--- src/rtl/pll_lock_sequencer_pkg.sv ---
// Shared types and defaults for the PLL lock sequencer: state encoding,
// default timing constants, blink divider exponents and a saturating counter helper.
package pll_seq_pkg;

  typedef enum logic [2:0] {
    PLL_RST   = 3'd0,
    WAIT_LOCK = 3'd1,
    STABLE    = 3'd2,
    RUN       = 3'd3,
    FAULT     = 3'd4
  } state_e;

  localparam int DEF_RESET_CYCLES  = 27;
  localparam int DEF_LOCK_TIMEOUT  = 270_000;
  localparam int DEF_STABLE_CYCLES = 2_700;
  localparam int DEF_MAX_RETRIES   = 7;

  localparam int BLINK_CNT_W    = 24;
  localparam int BLINK_SLOW_EXP = 22;
  localparam int BLINK_FAST_EXP = 20;

  function automatic logic [7:0] sat_inc8(input logic [7:0] v);
    return (v == 8'hFF) ? v : v + 8'd1;
  endfunction

endpackage

--- src/rtl/pll_lock_sequencer_if.sv ---
// Status/control bundle between the PLL lock sequencer (master) and its observer (slave).
interface pll_lock_sequencer_if;
  logic       pll_locked;
  logic       pll_reset;
  logic       domain_reset;
  logic       ready;
  logic       fault;
  logic [3:0] retry_count;
  logic [7:0] loss_count;
  logic [2:0] state;
  logic       led;

  modport master (
    input  pll_locked,
    output pll_reset, domain_reset, ready, fault, retry_count, loss_count, state, led
  );

  modport slave (
    output pll_locked,
    input  pll_reset, domain_reset, ready, fault, retry_count, loss_count, state, led
  );
endinterface

--- src/rtl/pll_lock_sequencer_sync2.sv ---
// Generic two-flop synchroniser for a single asynchronous level signal.
module sync2 (
  input  logic clk_i,
  input  logic rst_i,
  input  logic d_i,
  output logic q_o
);

  logic meta_q;
  logic sync_q;

  // Two back-to-back capture stages to settle metastability.
  always_ff @(posedge clk_i) begin
    if (rst_i) begin
      meta_q <= 1'b0;
      sync_q <= 1'b0;
    end else begin
      meta_q <= d_i;
      sync_q <= meta_q;
    end
  end

  assign q_o = sync_q;

endmodule

--- src/rtl/pll_lock_sequencer.sv ---
// PLL bring-up supervisor: reset pulse, lock wait with timeout/retry, stability
// qualification, run monitoring and sticky fault. LED blinker: PLL_LOCK_SEQUENCER_LED_EN.
module pll_lock_sequencer
  import pll_seq_pkg::*;
#(
  parameter int RESET_CYCLES  = DEF_RESET_CYCLES,
  parameter int LOCK_TIMEOUT  = DEF_LOCK_TIMEOUT,
  parameter int STABLE_CYCLES = DEF_STABLE_CYCLES,
  parameter int MAX_RETRIES   = DEF_MAX_RETRIES,
  parameter int SLOW_EXP      = BLINK_SLOW_EXP,
  parameter int FAST_EXP      = BLINK_FAST_EXP
) (
  input  logic                 ext_clk,
  input  logic                 reset,
  pll_lock_sequencer_if.master seq_if
);

  localparam int CW = $clog2(LOCK_TIMEOUT + 1);

  localparam logic [2:0] S_PLL_RST   = PLL_RST;
  localparam logic [2:0] S_WAIT_LOCK = WAIT_LOCK;
  localparam logic [2:0] S_STABLE    = STABLE;
  localparam logic [2:0] S_RUN       = RUN;
  localparam logic [2:0] S_FAULT     = FAULT;

  localparam logic [CW-1:0] RST_LOAD = CW'(RESET_CYCLES - 1);
  localparam logic [CW-1:0] TO_LOAD  = CW'(LOCK_TIMEOUT - 1);
  localparam logic [CW-1:0] STB_LOAD = CW'(STABLE_CYCLES - 1);
  localparam logic [3:0]    MAX_R    = 4'(MAX_RETRIES);

  logic          lock_s;
  logic [2:0]    state_q, state_d;
  logic [CW-1:0] cnt_q, cnt_d;
  logic [3:0]    retry_q, retry_d;
  logic [7:0]    loss_q, loss_d;
  logic          pll_reset_q, domain_reset_q, ready_q, fault_q;

  sync2 u_lock_sync (
    .clk_i (ext_clk),
    .rst_i (reset),
    .d_i   (seq_if.pll_locked),
    .q_o   (lock_s)
  );

  // Next-state, counter reload and retry/loss bookkeeping.
  always_comb begin
    state_d = state_q;
    cnt_d   = cnt_q;
    retry_d = retry_q;
    loss_d  = loss_q;
    case (state_q)
      S_PLL_RST: begin
        if (cnt_q == '0) begin
          state_d = S_WAIT_LOCK;
          cnt_d   = TO_LOAD;
        end else begin
          cnt_d = cnt_q - CW'(1);
        end
      end
      S_WAIT_LOCK: begin
        if (lock_s) begin
          state_d = S_STABLE;
          cnt_d   = STB_LOAD;
        end else if (cnt_q == '0) begin
          retry_d = retry_q + 4'd1;
          cnt_d   = RST_LOAD;
          if (retry_d == MAX_R) begin
            state_d = S_FAULT;
          end else begin
            state_d = S_PLL_RST;
          end
        end else begin
          cnt_d = cnt_q - CW'(1);
        end
      end
      S_STABLE: begin
        // A lock drop outranks a simultaneous expiry.
        if (!lock_s) begin
          state_d = S_WAIT_LOCK;
          cnt_d   = TO_LOAD;
        end else if (cnt_q == '0) begin
          state_d = S_RUN;
          retry_d = 4'd0;
        end else begin
          cnt_d = cnt_q - CW'(1);
        end
      end
      S_RUN: begin
        if (!lock_s) begin
          state_d = S_PLL_RST;
          cnt_d   = RST_LOAD;
          loss_d  = sat_inc8(loss_q);
        end else begin
          cnt_d = cnt_q;
        end
      end
      S_FAULT: begin
        state_d = S_FAULT;
      end
      default: begin
        state_d = S_PLL_RST;
        cnt_d   = RST_LOAD;
      end
    endcase
  end

  // State, counters and output decode registers.
  always_ff @(posedge ext_clk) begin
    if (reset) begin
      state_q        <= S_PLL_RST;
      cnt_q          <= RST_LOAD;
      retry_q        <= 4'd0;
      loss_q         <= 8'd0;
      pll_reset_q    <= 1'b1;
      domain_reset_q <= 1'b1;
      ready_q        <= 1'b0;
      fault_q        <= 1'b0;
    end else begin
      state_q        <= state_d;
      cnt_q          <= cnt_d;
      retry_q        <= retry_d;
      loss_q         <= loss_d;
      pll_reset_q    <= (state_d == S_PLL_RST) || (state_d == S_FAULT);
      domain_reset_q <= (state_d != S_RUN);
      ready_q        <= (state_d == S_RUN);
      fault_q        <= (state_d == S_FAULT);
    end
  end

`ifdef PLL_LOCK_SEQUENCER_LED_EN
  logic [BLINK_CNT_W-1:0] blink_q, blink_d;
  logic                   led_q, led_d;

  // Blink pattern selected by the upcoming state so the LED stays aligned with it.
  always_comb begin
    blink_d = blink_q + BLINK_CNT_W'(1);
    case (state_d)
      S_RUN:   led_d = 1'b0;
      S_FAULT: led_d = ~blink_d[FAST_EXP];
      default: led_d = ~blink_d[SLOW_EXP];
    endcase
  end

  // Free-running blink divider and registered LED.
  always_ff @(posedge ext_clk) begin
    if (reset) begin
      blink_q <= '0;
      led_q   <= 1'b1;
    end else begin
      blink_q <= blink_d;
      led_q   <= led_d;
    end
  end

  assign seq_if.led = led_q;
`else
  localparam int unused_blink_exps = SLOW_EXP + FAST_EXP;
  assign seq_if.led = 1'b1;
`endif

  assign seq_if.pll_reset    = pll_reset_q;
  assign seq_if.domain_reset = domain_reset_q;
  assign seq_if.ready        = ready_q;
  assign seq_if.fault        = fault_q;
  assign seq_if.retry_count  = retry_q;
  assign seq_if.loss_count   = loss_q;
  assign seq_if.state        = state_q;

endmodule

--- src/flat_wrapper.sv ---
// flat-port wrapper written by rule: the top's interface ports become plain ports
module pll_lock_sequencer_flat import pll_seq_pkg::*;
#(
  parameter int RESET_CYCLES  = DEF_RESET_CYCLES,
  parameter int LOCK_TIMEOUT  = DEF_LOCK_TIMEOUT,
  parameter int STABLE_CYCLES = DEF_STABLE_CYCLES,
  parameter int MAX_RETRIES   = DEF_MAX_RETRIES,
  parameter int SLOW_EXP      = BLINK_SLOW_EXP,
  parameter int FAST_EXP      = BLINK_FAST_EXP
)
  (ext_clk, reset, seq_if_pll_locked, seq_if_pll_reset, seq_if_domain_reset, seq_if_ready, seq_if_fault, seq_if_retry_count, seq_if_loss_count, seq_if_state, seq_if_led);
  pll_lock_sequencer_if seq_if_i ();
  input  logic ext_clk;
  input  logic reset;
  input wire logic [$bits(seq_if_i.pll_locked)-1:0] seq_if_pll_locked;
  output wire logic [$bits(seq_if_i.pll_reset)-1:0] seq_if_pll_reset;
  output wire logic [$bits(seq_if_i.domain_reset)-1:0] seq_if_domain_reset;
  output wire logic [$bits(seq_if_i.ready)-1:0] seq_if_ready;
  output wire logic [$bits(seq_if_i.fault)-1:0] seq_if_fault;
  output wire logic [$bits(seq_if_i.retry_count)-1:0] seq_if_retry_count;
  output wire logic [$bits(seq_if_i.loss_count)-1:0] seq_if_loss_count;
  output wire logic [$bits(seq_if_i.state)-1:0] seq_if_state;
  output wire logic [$bits(seq_if_i.led)-1:0] seq_if_led;
  assign seq_if_i.pll_locked = seq_if_pll_locked;
  assign seq_if_pll_reset = seq_if_i.pll_reset;
  assign seq_if_domain_reset = seq_if_i.domain_reset;
  assign seq_if_ready = seq_if_i.ready;
  assign seq_if_fault = seq_if_i.fault;
  assign seq_if_retry_count = seq_if_i.retry_count;
  assign seq_if_loss_count = seq_if_i.loss_count;
  assign seq_if_state = seq_if_i.state;
  assign seq_if_led = seq_if_i.led;
  pll_lock_sequencer #(.RESET_CYCLES(RESET_CYCLES), .LOCK_TIMEOUT(LOCK_TIMEOUT), .STABLE_CYCLES(STABLE_CYCLES), .MAX_RETRIES(MAX_RETRIES), .SLOW_EXP(SLOW_EXP), .FAST_EXP(FAST_EXP)) u_core (.ext_clk(ext_clk), .reset(reset), .seq_if(seq_if_i));
endmodule
--- config.mk ---
export PLATFORM = sky130hd
export DESIGN_NAME = pll_lock_sequencer_flat
export DESIGN_NICKNAME = d
export VERILOG_FILES = /design/src/rtl/pll_lock_sequencer_pkg.sv /design/src/rtl/pll_lock_sequencer_if.sv /design/src/rtl/pll_lock_sequencer_sync2.sv /design/src/rtl/pll_lock_sequencer.sv /design/src/flat_wrapper.sv
export SDC_FILE = /design/constraint.sdc
export NUM_CORES = 1
export LEC_CHECK = 0
export BUFFER_PORTS_ARGS = -buffer_cell sky130_fd_sc_hd__clkbuf_2
export CELL_PAD_IN_SITES_DETAIL_PLACEMENT = 1
export CELL_PAD_IN_SITES_GLOBAL_PLACEMENT = 2
export CORE_AREA = 8 8 97 99
export DETAILED_ROUTE_END_ITERATION = 10
export DIE_AREA = 0 0 105 107
export HOLD_SLACK_MARGIN = 0.06
export PLACE_DENSITY_LB_ADDON = 0.12
export SYNTH_ARGS = -nofsm -noshare
export SYNTH_HDL_FRONTEND = slang
export SYNTH_HIERARCHICAL = 1
export SYNTH_SLANG_ARGS = --single-unit
--- constraint.sdc ---
create_clock -name ext_clk -period 1.9 [get_ports ext_clk]
set_input_delay 0.095 -clock ext_clk [delete_from_list [all_inputs] [get_ports ext_clk]]
set_output_delay 0.095 -clock ext_clk [all_outputs]
set_load 0.005 [all_outputs]
==> reports/qor.log <==
[status] result of the run complete, but fails checks
[status] violations in the final reports setup timing
[pwr] leakage power 1.38 nW
[critical_path] Worst path slowest cell or4b_4
[sta] worst setup skew after layout 0.00843 ns
[critical_path] maximum fanout along the worst path 5
[clock_tree] number of levels in the clock H-tree 2
[sta] maximum achievable frequency 515 MHz
[placement] quantity of I/O buffers inserted on ports 21
[logic_synthesis] average footprint of a synthesized cell 8.22 um2
[floorplan] height of the die 107 um
[drt] Pre-antenna DRT Iters 4
[global_routing] overflow left after global routing 0
[sta] final count of negative-setup-slack endpoints 5
[logic_synthesis] net count after synthesis 309
[critical_path] WP data arrival 2.18 ns
[global_routing] total routing resource utilization after global routing 15.4%
[global_routing] first-pass GRT wire length 14.1 mm
[placement] final HPWL from detailed placement 6.49 mm
[clock_tree] later-pin clock latency in the skew report 0.30 ns
[critical_path] Buffers & Inverters on Critical Path 1
[floorplan] number of placement rows 33
[critical_path] crit-path cells inv_2 > ha_4 > nor4b_4 > and4_4 > o2111ai_4 > or4b_4 > a21oi_2
[logic_synthesis] Most used DFF post-synth dfxtp_1
[global_routing] antenna violations before repair 0
[global_routing] number of global-route vias before repair 2709
[clock_tree] clock-pin slew on the worst setup and hold paths 0.09 ns
[clock_tree] CTS Root Cell clkbuf_8
[final_layout] Area Growth Syn to Fin 41.6%
[final_layout] layout filler cell count 973
[sta] worst path setup slack after routing -0.0416 ns
[logic_synthesis] cell accounting for the most synthesized area dfxtp_1
[sta] final count of pins violating max slew 0
[pwr] net switching share of the total power 25.6%
[sta] unrepaired setup endpoints after global routing true
[logic_synthesis] number of synthesized flops with an enable pin 0
[logic_synthesis] Synth Warn # 6
[logic_synthesis] instance count of the mapped netlist 301
[placement] routability cong. 0.815
[final_layout] # nets final 396
[pwr] Power Internal 1.37 mW
[clock_tree] Bufs on Longest Clock Path 2
[pwr] Comb pwr share 13.5%
[pwr] Max IR drop VDD 0.263 mV
[pwr] Power per Cell Area 525 nW/um2
[drt] count of routing violations after the opening detailed-route iteration 73
[floorplan] IO Count 23
[clock_tree] number of buffers created by CTS 5
[drt] vias per cell 5.33
[critical_path] classification of the worst setup path reg -> reg
[logic_synthesis] top-area cell type share of the netlist area 32.4%
[global_routing] largest net degree at the start of global routing 30
[floorplan] Initial Util 31.2%
[sta] Hold Vio Cnt, Final 0
[pwr] post-layout power 1.84 mW
[critical_path] Critical Path Source Type register
[logic_synthesis] cell area after synthesis 2470 um2
[floorplan] core region area 7930 um2
[sta] setup tns final -0.123 ns
[logic_synthesis] share of flip-flops with an asynchronous set or reset after synthesis 0%
[final_layout] antenna diode instance count 0
[drt] number of remaining DRC errors 0
[critical_path] worst endpoint required time 2.14 ns
[drt] overall routed net length 8.44 mm
[clock_tree] sink count of the clock tree 40
[pwr] switching component of the power 0.470 mW
[pwr] clock power share 39.0%
[drt] total number of vias 2631
[floorplan] Die Span X 105 um
[sta] fin crit share 102%
[logic_synthesis] library cells used by synthesis 64
[clock_tree] CTS tree built
[logic_synthesis] post-synthesis sequential element count 40
[sta] post-route minimum period 1.94 ns
[logic_synthesis] Seq/Total Area, Yosys 32.4%
[final_layout] layout cells sized above 1 38.3%
[critical_path] gate family responsible for the most delay along the worst path simple AND/OR/NAND/NOR gates
[drt] count of nets left with antenna violations after detail routing 0
[critical_path] critical path capture point type register
[drt] routed wirelength normalized by instance count 17.1 um
[min_path] Hold/Removal Path Class in -> reg
[logic_synthesis] top cells by area in the synthesized netlist dfxtp_1 (32%), nor2_1 (4.6%), a21oi_1 (3.8%), nor3_1 (3.8%), nand2_1 (2.9%)
[critical_path] slowest stage delay, CP 0.51 ns
[pwr] sequential group share of total power 47.5%
[flow_run] maxcap violations 0
[floorplan] floorplan die area 11200 um2
==> layout by cell type, fill, tap and decap left out, drive strengths merged, types with 5 or more instances in the layout <==
cell type / Yosys / routed
nor3: 19 / 19
or3: 12 / 12
buf: 7 / 73
xnor2: 5 / 5
a31oi: 7 / 7
nand2: 19 / 19
o211ai: 6 / 6
xor2: 7 / 7
o21ai: 15 / 15
clkbuf: 8 / 26
inv: 11 / 11
ha: 5 / 5
a21oi: 19 / 19
dfxtp: 40 / 40
nand3: 7 / 7
nand4: 9 / 9
nor2b: 6 / 6
nor2: 31 / 31
==> synth_stat cells (all sizes together), types with 2 or more instances <==
library cell,instances
o211ai,6
inv,11
o21a,2
xor2,7
nand4,9
ha,5
nor2,31
nor2b,6
a32oi,2
a21oi,19
dfxtp,40
o32ai,2
o21ai,15
a211oi,3
and4,4
o221ai,3
a31oi,7
a221o,2
o2111ai,3
nor4,4
a21o,4
buf,7
a221oi,2
nand2,19
xnor2,5
or4,3
nand3,7
nor3,19
o31ai,3
o41ai,3
clkbuf,8
or2,3
mux2i,2
or3,12
nand2b,4
nor3b,3
==> worst register-to-register path: cells and delay by family (launching register included) <==
kind                       cells  cell delay [ns]
and+or+nand+nor                3             1.10
DFF                            1             0.33
AOI/OAI and AO/OA              2             0.26
adders and majority gates      1             0.13
buffers and inverters          1             0.08
==> final cells by class <==
type                       count  area [um2]  area share [%]
clock buffer                   5        68.8            1.96
clock inverter                 3        42.5            1.21
inverter                      12        45.0            1.29
multi-input combinational    234        1720            49.2
sequential                    40         811            23.2
tap                          105         131            3.75
timing repair buffer          95         682            19.5
==> final timing paths <==
| path | startpoint | endpoint | cells past startpoint | slack (ns) |
|---|---|---|---|---|
| max | u_core/cnt_q[0]$_SDFFE_PP0P_ | u_core/seq_if.retry_count[2]$_SDFFE_PP0P_ | 7 | -0.04 |
| min | reset | u_core/u_lock_sync/q_o$_SDFF_PP0_ | 3 | 0.32 |
| max reg2reg | u_core/cnt_q[0]$_SDFFE_PP0P_ | u_core/seq_if.retry_count[2]$_SDFFE_PP0P_ | 7 | -0.04 |
| min reg2reg | u_core/u_lock_sync/meta_q$_SDFF_PP0_ | u_core/u_lock_sync/q_o$_SDFF_PP0_ | 1 | 0.45 |
==> through the flow <==
| stage | worst slack (ns) | util [%] | hold WS [ns] | instance area, um2 | instances |
|---|---|---|---|---|---|
| 2_1_floorplan | -0.0564 | - | 0.167 | 2510 | 301 |
| 3_3_place_gp | -0.0781 | 40.3 | 0.318 | 3190 | 483 |
| 3_5_place_dp | -0.176 | 40.3 | 0.321 | 3190 | 483 |
| 4_1_cts | -0.0541 | 43.1 | 0.309 | 3420 | 493 |
| 5_1_grt | -0.132 | 44.2 | 0.333 | 3500 | 494 |
| 6_report | -0.0416 | 44.2 | 0.323 | 3500 | 494 |
==> kinds of logic (layout without fill, tap and decap cells) <==
kind of cell               Yosys count  after routing  synth area share, %
and+or+nand+nor                    131            131                 30.8
AOI/OAI and AO/OA                   82             82                 23.4
DFF                                 40             40                 32.4
buffers and inverters               27            115                 5.21
xor gates and xnor gates            12             12                 4.25
adders and majority gates            5              5                 2.53
muxes                                3              3                 1.26
other                                1              1                0.152
==> routing by layer <==
layer	track usage (%)	up-vias	share of wire, %
met1	18.9	1283	46
met5	0	-	0
li1	-	1297	-
met2	27.0	41	49
met3	2.58	10	3.3
met4	4.79	0	1.7
==> flip-flops by register name, summed over array words and instances (netlist names) <==
signal                      cells
u_core/seq_if.ready             1
u_core/u_lock_sync/meta_q       1
u_core/seq_if.retry_count       4
u_core/seq_if.pll_reset         1
u_core/seq_if.fault             1
u_core/seq_if.loss_count        8
u_core/seq_if.domain_reset      1
u_core/seq_if.state             3
u_core/cnt_q                   19
u_core/u_lock_sync/q_o          1
==> power by group through the flow <==
stage               logic [mW]  clock network (mW)  registers [mW]
finish                   0.248               0.716           0.873
global placement         0.215                   0           0.893
floorplan                0.115                   0           0.896
global route             0.271               0.785           0.876
CTS                      0.239               0.752           0.874
detailed placement       0.221                   0           0.892
==> timing repair <==
item                       CTS  global route
buffers inserted             1             1
setup endpoints to repair   24            24
pin swaps                   13            14
hold buffers                 1             0
hold endpoints to repair     1             0
resized for setup           20            18
(Power assumes the default switching activity.)
